$ cat config.mk
export PLATFORM = sky130hd
export DESIGN_NAME = receiver_word_fifo
export DESIGN_NICKNAME = d
export VERILOG_FILES = /design/src/rtl/receiver_word_fifo.sv
export SDC_FILE = /design/constraint.sdc
export NUM_CORES = 1
export LEC_CHECK = 0
export CAP_MARGIN = 10
export CORE_MARGIN = 2
export CORE_UTILIZATION = 55
export CTS_CLUSTER_SIZE = 28
export DETAILED_ROUTE_END_ITERATION = 10
export PLACE_DENSITY = 0.76
export SLEW_MARGIN = 20
export SYNTH_ARGS = -nofsm -noshare
export SYNTH_HDL_FRONTEND = slang
export SYNTH_SLANG_ARGS = --single-unit
$ cat constraint.sdc
create_clock -name CLK -period 6.8 [get_ports CLK]
set_input_delay 1.02 -clock CLK [delete_from_list [all_inputs] [get_ports CLK]]
set_output_delay 1.02 -clock CLK [all_outputs]
set_load 0.05 [all_outputs]
$ cat src/rtl/receiver_word_fifo.sv
// ---------------------------------------------------------------------------
// receiver_word_fifo
//
// Assembles a stream of received bytes into WORD_BYTES-wide words and queues
// the completed words in a DEPTH-entry FIFO for a downstream consumer.
//
// The byte side has no back-pressure: a byte is taken on every rising edge
// with valid=1 and flush=0. When a word completes while the FIFO is full and
// nothing is popped on that edge, the word is dropped and the sticky
// overflow flag is raised.
//
// Parameters
//   WORD_BYTES  bytes per assembled word (2..8)
//   DEPTH       FIFO depth in words (power of two, 2..64)
//   BIG_ENDIAN  1: first byte lands in the MSBs, 0: first byte in the LSBs
//
// Ports
//   CLK        in   single clock, all state changes on its rising edge
//   reset      in   asynchronous active-low reset
//   data       in   received byte
//   valid      in   data holds a new byte this cycle
//   flush      in   discard the partially assembled word
//   clear_ovf  in   clear the sticky overflow flag
//   out_data   out  FIFO head word (zero while the FIFO is empty)
//   out_valid  out  FIFO not empty
//   out_ready  in   consumer pops the head when out_valid is high
//   count      out  words currently held (0..DEPTH)
//   partial    out  bytes of the current word accepted so far
//   overflow   out  sticky flag, set when a completed word was dropped
// ---------------------------------------------------------------------------
module receiver_word_fifo #(
  parameter int WORD_BYTES = 4,
  parameter int DEPTH      = 4,
  parameter int BIG_ENDIAN = 1
) (
  input  logic                          CLK,
  input  logic                          reset,
  input  logic [7:0]                    data,
  input  logic                          valid,
  input  logic                          flush,
  input  logic                          clear_ovf,
  output logic [8*WORD_BYTES-1:0]       out_data,
  output logic                          out_valid,
  input  logic                          out_ready,
  output logic [$clog2(DEPTH):0]        count,
  output logic [$clog2(WORD_BYTES):0]   partial,
  output logic                          overflow
);

  localparam int WORD_W = 8 * WORD_BYTES;
  localparam int PTR_W  = $clog2(DEPTH);
  localparam int CNT_W  = $clog2(DEPTH) + 1;
  localparam int PART_W = $clog2(WORD_BYTES) + 1;

  localparam logic [PART_W-1:0] LAST_IDX = PART_W'(WORD_BYTES - 1);
  localparam logic [CNT_W-1:0]  FULL_CNT = CNT_W'(DEPTH);

  // -------------------------------------------------------------------------
  // State
  // -------------------------------------------------------------------------
  logic [WORD_W-1:0] asm_q;               // bytes of the word being assembled
  logic [WORD_W-1:0] mem [DEPTH];         // word storage
  logic [PTR_W-1:0]  wr_ptr;
  logic [PTR_W-1:0]  rd_ptr;

  // -------------------------------------------------------------------------
  // Byte-side control
  // -------------------------------------------------------------------------
  logic byte_accept;   // a byte is taken this edge
  logic word_done;     // the byte taken this edge completes a word
  logic full;
  logic pop;
  logic push;
  logic ovf_event;     // a completed word is dropped this edge

  assign byte_accept = valid && !flush;
  assign word_done   = byte_accept && (partial == LAST_IDX);
  assign full        = (count == FULL_CNT);
  assign out_valid   = (count != '0);
  assign pop         = out_valid && out_ready;

  // A pop on the same edge frees the slot the new word goes into, so a
  // completing word is only lost when the FIFO is full and nothing leaves.
  assign push        = word_done && (!full || pop);
  assign ovf_event   = word_done && full && !pop;

  // -------------------------------------------------------------------------
  // Word assembly: asm_q with the incoming byte dropped into lane `partial`.
  // Every lane is rewritten before a word completes, so bytes left over from
  // an abandoned word never reach the FIFO.
  // -------------------------------------------------------------------------
  logic [WORD_W-1:0] word_next;

  always_comb begin
    // NOTE: combinational blocks use blocking '=' and give every output a
    // default first, so no path leaves a value held and no latch is inferred.
    word_next = asm_q;
    for (int k = 0; k < WORD_BYTES; k++) begin
      if (partial == PART_W'(k)) begin
        if (BIG_ENDIAN != 0) begin
          word_next[8*(WORD_BYTES-k)-1 -: 8] = data;
        end else begin
          word_next[8*k+7 -: 8] = data;
        end
      end
    end
  end

  // -------------------------------------------------------------------------
  // Control state: assembly counter, pointers, occupancy, overflow flag
  // -------------------------------------------------------------------------
  always_ff @(posedge CLK or negedge reset) begin
    // NOTE: sequential state is updated with non-blocking '<=' so every
    // register samples the pre-edge values regardless of statement order.
    if (!reset) begin
      partial  <= '0;
      asm_q    <= '0;
      wr_ptr   <= '0;
      rd_ptr   <= '0;
      count    <= '0;
      overflow <= 1'b0;
    end else begin
      // Assembly counter: flush wins over valid; the last byte of a word
      // always returns it to 0, whether the word is queued or dropped.
      if (flush) begin
        partial <= '0;
      end else if (valid) begin
        partial <= word_done ? '0 : partial + PART_W'(1);
      end

      if (byte_accept) begin
        asm_q <= word_next;
      end

      // Pointers are exactly log2(DEPTH) bits wide, so they wrap modulo DEPTH.
      if (push) begin
        wr_ptr <= wr_ptr + PTR_W'(1);
      end
      if (pop) begin
        rd_ptr <= rd_ptr + PTR_W'(1);
      end

      unique case ({push, pop})
        2'b10:   count <= count + CNT_W'(1);
        2'b01:   count <= count - CNT_W'(1);
        default: count <= count;
      endcase

      // A fresh drop on the same edge as clear_ovf leaves the flag set.
      if (ovf_event) begin
        overflow <= 1'b1;
      end else if (clear_ovf) begin
        overflow <= 1'b0;
      end
    end
  end

  // -------------------------------------------------------------------------
  // Word storage. When full with a simultaneous pop, wr_ptr equals rd_ptr:
  // the head is read out on this edge and its slot becomes the new tail.
  // -------------------------------------------------------------------------
  always_ff @(posedge CLK) begin
    // NOTE: the storage array has no reset; an entry is only visible after
    // it has been written, and out_data is gated to zero while empty.
    if (push) begin
      mem[wr_ptr] <= word_next;
    end
  end

  assign out_data = out_valid ? mem[rd_ptr] : '0;

endmodule

==> flow_summary.json <==
{
  "setup_viol": 0,
  "grt_pass1_wl_mm": 20.76,
  "antenna_cells": 0,
  "drv_cap": 0,
  "postCtsResizedCells": 0,
  "vias": 3537,
  "ys_seq_elements": 171,
  "drive_gt1_frac": 0.2882,
  "status": "completed",
  "fin_ws_ns": 2.911,
  "routed_wl_mm": 13.19,
  "wl_per_cell_um": 20.93,
  "tns_ns": 0,
  "grt_max_degree": 44,
  "gp_congestion": 0.7197,
  "numCtsBuffers": 17,
  "synth_cells": 385,
  "cts_setup_buffers": 0,
  "grt_pass1_vias": 3713,
  "ys_seq_area_frac": 0.6817,
  "dieHeight_um": 118.6,
  "path_class": "reg2out",
  "design_area_um2": 8447,
  "hold_viol": 0,
  "cp-start-kind": "flop",
  "clk_latency_ns": 0.42,
  "synth-main-ff-cell": "edfxtp_1",
  "p_leak_nw": 3.018,
  "max_freq_mhz": 257.2,
  "clk_transition_reported_paths_ns": 0.06,
  "clock_sinks": 171,
  "syn_area_per_cell_um2": 18.75,
  "root_buffer": "clkbuf_16",
  "syn_area_um2": 7217,
  "port_buffers": 53,
  "synth_warnings": 0,
  "dr.first_iter.drc_count": 247,
  "cts_max_level": 4,
  "final_cell_mix": "edfxtp_1, mux2_2, clkdlybuf4s50_1, dfrtp_1, and2_1",
  "vias_per_cell": 5.614,
  "coreArea_um2": 12720,
  "syn_to_final_growth_pct": 17.04,
  "irDropWorstVdd_mv": 0.2862,
  "ant_nets": 0,
  "finClkSkew_ns": 0.008586,
  "worst_setup_path_end_kind": "output port",
  "finalCriticalPeriod_ns": 3.889,
  "die-area_um2": 14050,
  "placedInstanceArea_um2": 7859,
  "dpl.hpwl_mm": 7.769,
  "cts_tree": "done",
  "max_slew_margin": 0.4851,
  "pin_count": 54,
  "grt.total_usage": 0.2002,
  "synthesis.nets": 408,
  "rows": 41,
  "worstMarginPinSlew_ns": 0.7707,
  "nNetsFinal": 468,
  "start_util": 0.5673,
  "synthArstFlopShare": 0.2515,
  "grt_overflow": 0,
  "hp-class": "reg2reg",
  "crit_required_ns": 5.78,
  "detail_route.first_pass.iterations": 4,
  "cts_hold_buffers": 0,
  "fin_crit_sh": 0.5719,
  "synth_edf_count": 128,
  "hold_slack_ns": 0.5047,
  "antenna_found_initial": 0,
  "mostFrequentLayoutCell": "edfxtp_1",
  "drc": 0,
  "critPathMaxFanout": 19,
  "slew_violations": 0,
  "yosysUniqueCellTypes": 35,
  "die_w_um": 118.6,
  "cp.arrival_ns": 2.87,
  "clockBufferDepth": 2,
  "rsz0062_at_grt": "no",
  "p_per_area_nw_per_um2": 434.6,
  "pre_cts_ws_ns": 3.309
}
-- through the flow --
| stage | util | cells | total power [W] |
|---|---|---|---|
| 2_1_floorplan | - | 385 | 0.002379 |
| 3_3_place_gp | 0.6173 | 598 | 0.002723 |
| 3_5_place_dp | 0.6177 | 598 | 0.002749 |
| 4_1_cts | 0.6637 | 630 | 0.003705 |
| 5_1_grt | 0.6639 | 630 | 0.003810 |
| 6_report | 0.6639 | 630 | 0.003671 |
-- logic make-up (layout without fill, tap and decap cells) --
| group | Yosys count | after routing | share of synthesized area |
|---|---|---|---|
| buffers and inverters | 28 | 101 | 0.02601 |
| and+or+nand+nor | 60 | 60 | 0.04889 |
| AOI/OAI and AO/OA | 15 | 15 | 0.01647 |
| adders and majority gates | 9 | 9 | 0.01664 |
| DFF | 171 | 171 | 0.6817 |
| xor gates and xnor gates | 5 | 5 | 0.007108 |
| muxes | 97 | 97 | 0.2032 |
-- Yosys cell counts, drive strengths merged (4+ instances only) --
cell    count  area [µm²]
buf        14       135.1
mux4       32       735.7
inv        10       37.54
dfrtp      43        1076
and2       39       244.0
xnor2       5       51.30
mux2       64       720.7
edfxtp    128        3844
clkbuf      4       15.01
nand3       5       25.02
ha          8       100.1
nand2       9       33.78
-- registers in the layout, indices dropped and copies added, names as in the netlist --
signal,flops
wr_ptr,2
overflow,1
rd_ptr,2
count,3
partial,3
asm_q,32
mem,128
-- final cells by class --
cell class                      instances  area, µm²
Clock buffer                           21      440.4
Clock inverter                         11      145.1
Fill cell                             885       4275
Inverter                               10      37.54
Multi-Input combinational cell        186       2112
Sequential cell                       171       4923
Tap cell                              172      215.2
Timing Repair Buffer                   59      573.1
-- power breakdown --
part           total (W)  internal [W]  switching, W
logic            0.00136      0.000562      0.000794
registers        0.00136       0.00124      0.000122
clock network   0.000957      0.000577      0.000380
total            0.00367       0.00237       0.00130
-- worst paths after layout --
check | from | to | slack (ns) | depth (start not counted)
setup / recovery | rd_ptr[1] | out_data[25] | 2.91 | 4
hold / removal | asm_q[27] | asm_q[27] | 0.50 | 1
setup reg to reg | count[2] | count[2] | 4.34 | 7
hold reg to reg | asm_q[27] | asm_q[27] | 0.50 | 1
max in group asynchronous | reset | rd_ptr[0] | 5.78 | 1
min in group asynchronous | reset | asm_q[27] | 0.58 | 1
-- critical path, cell delays in order, from the launching register on --
cell	delay, ns
dfrtp_1	0.79
buf_4	0.42
mux4_2	0.35
and2_1	0.17
clkdlybuf4s50_1	0.70
-- metal layers --
metal  track usage  vias to the layer above  routed length (µm)
li1              -                     1607                   -
met1        0.2627                     1821                5781
met2        0.3330                       97                6596
met3       0.04875                       12                 693
met4       0.06176                        0                 115
met5             0                        -                   0
Note: power is estimated with default switching activity, not from simulation.
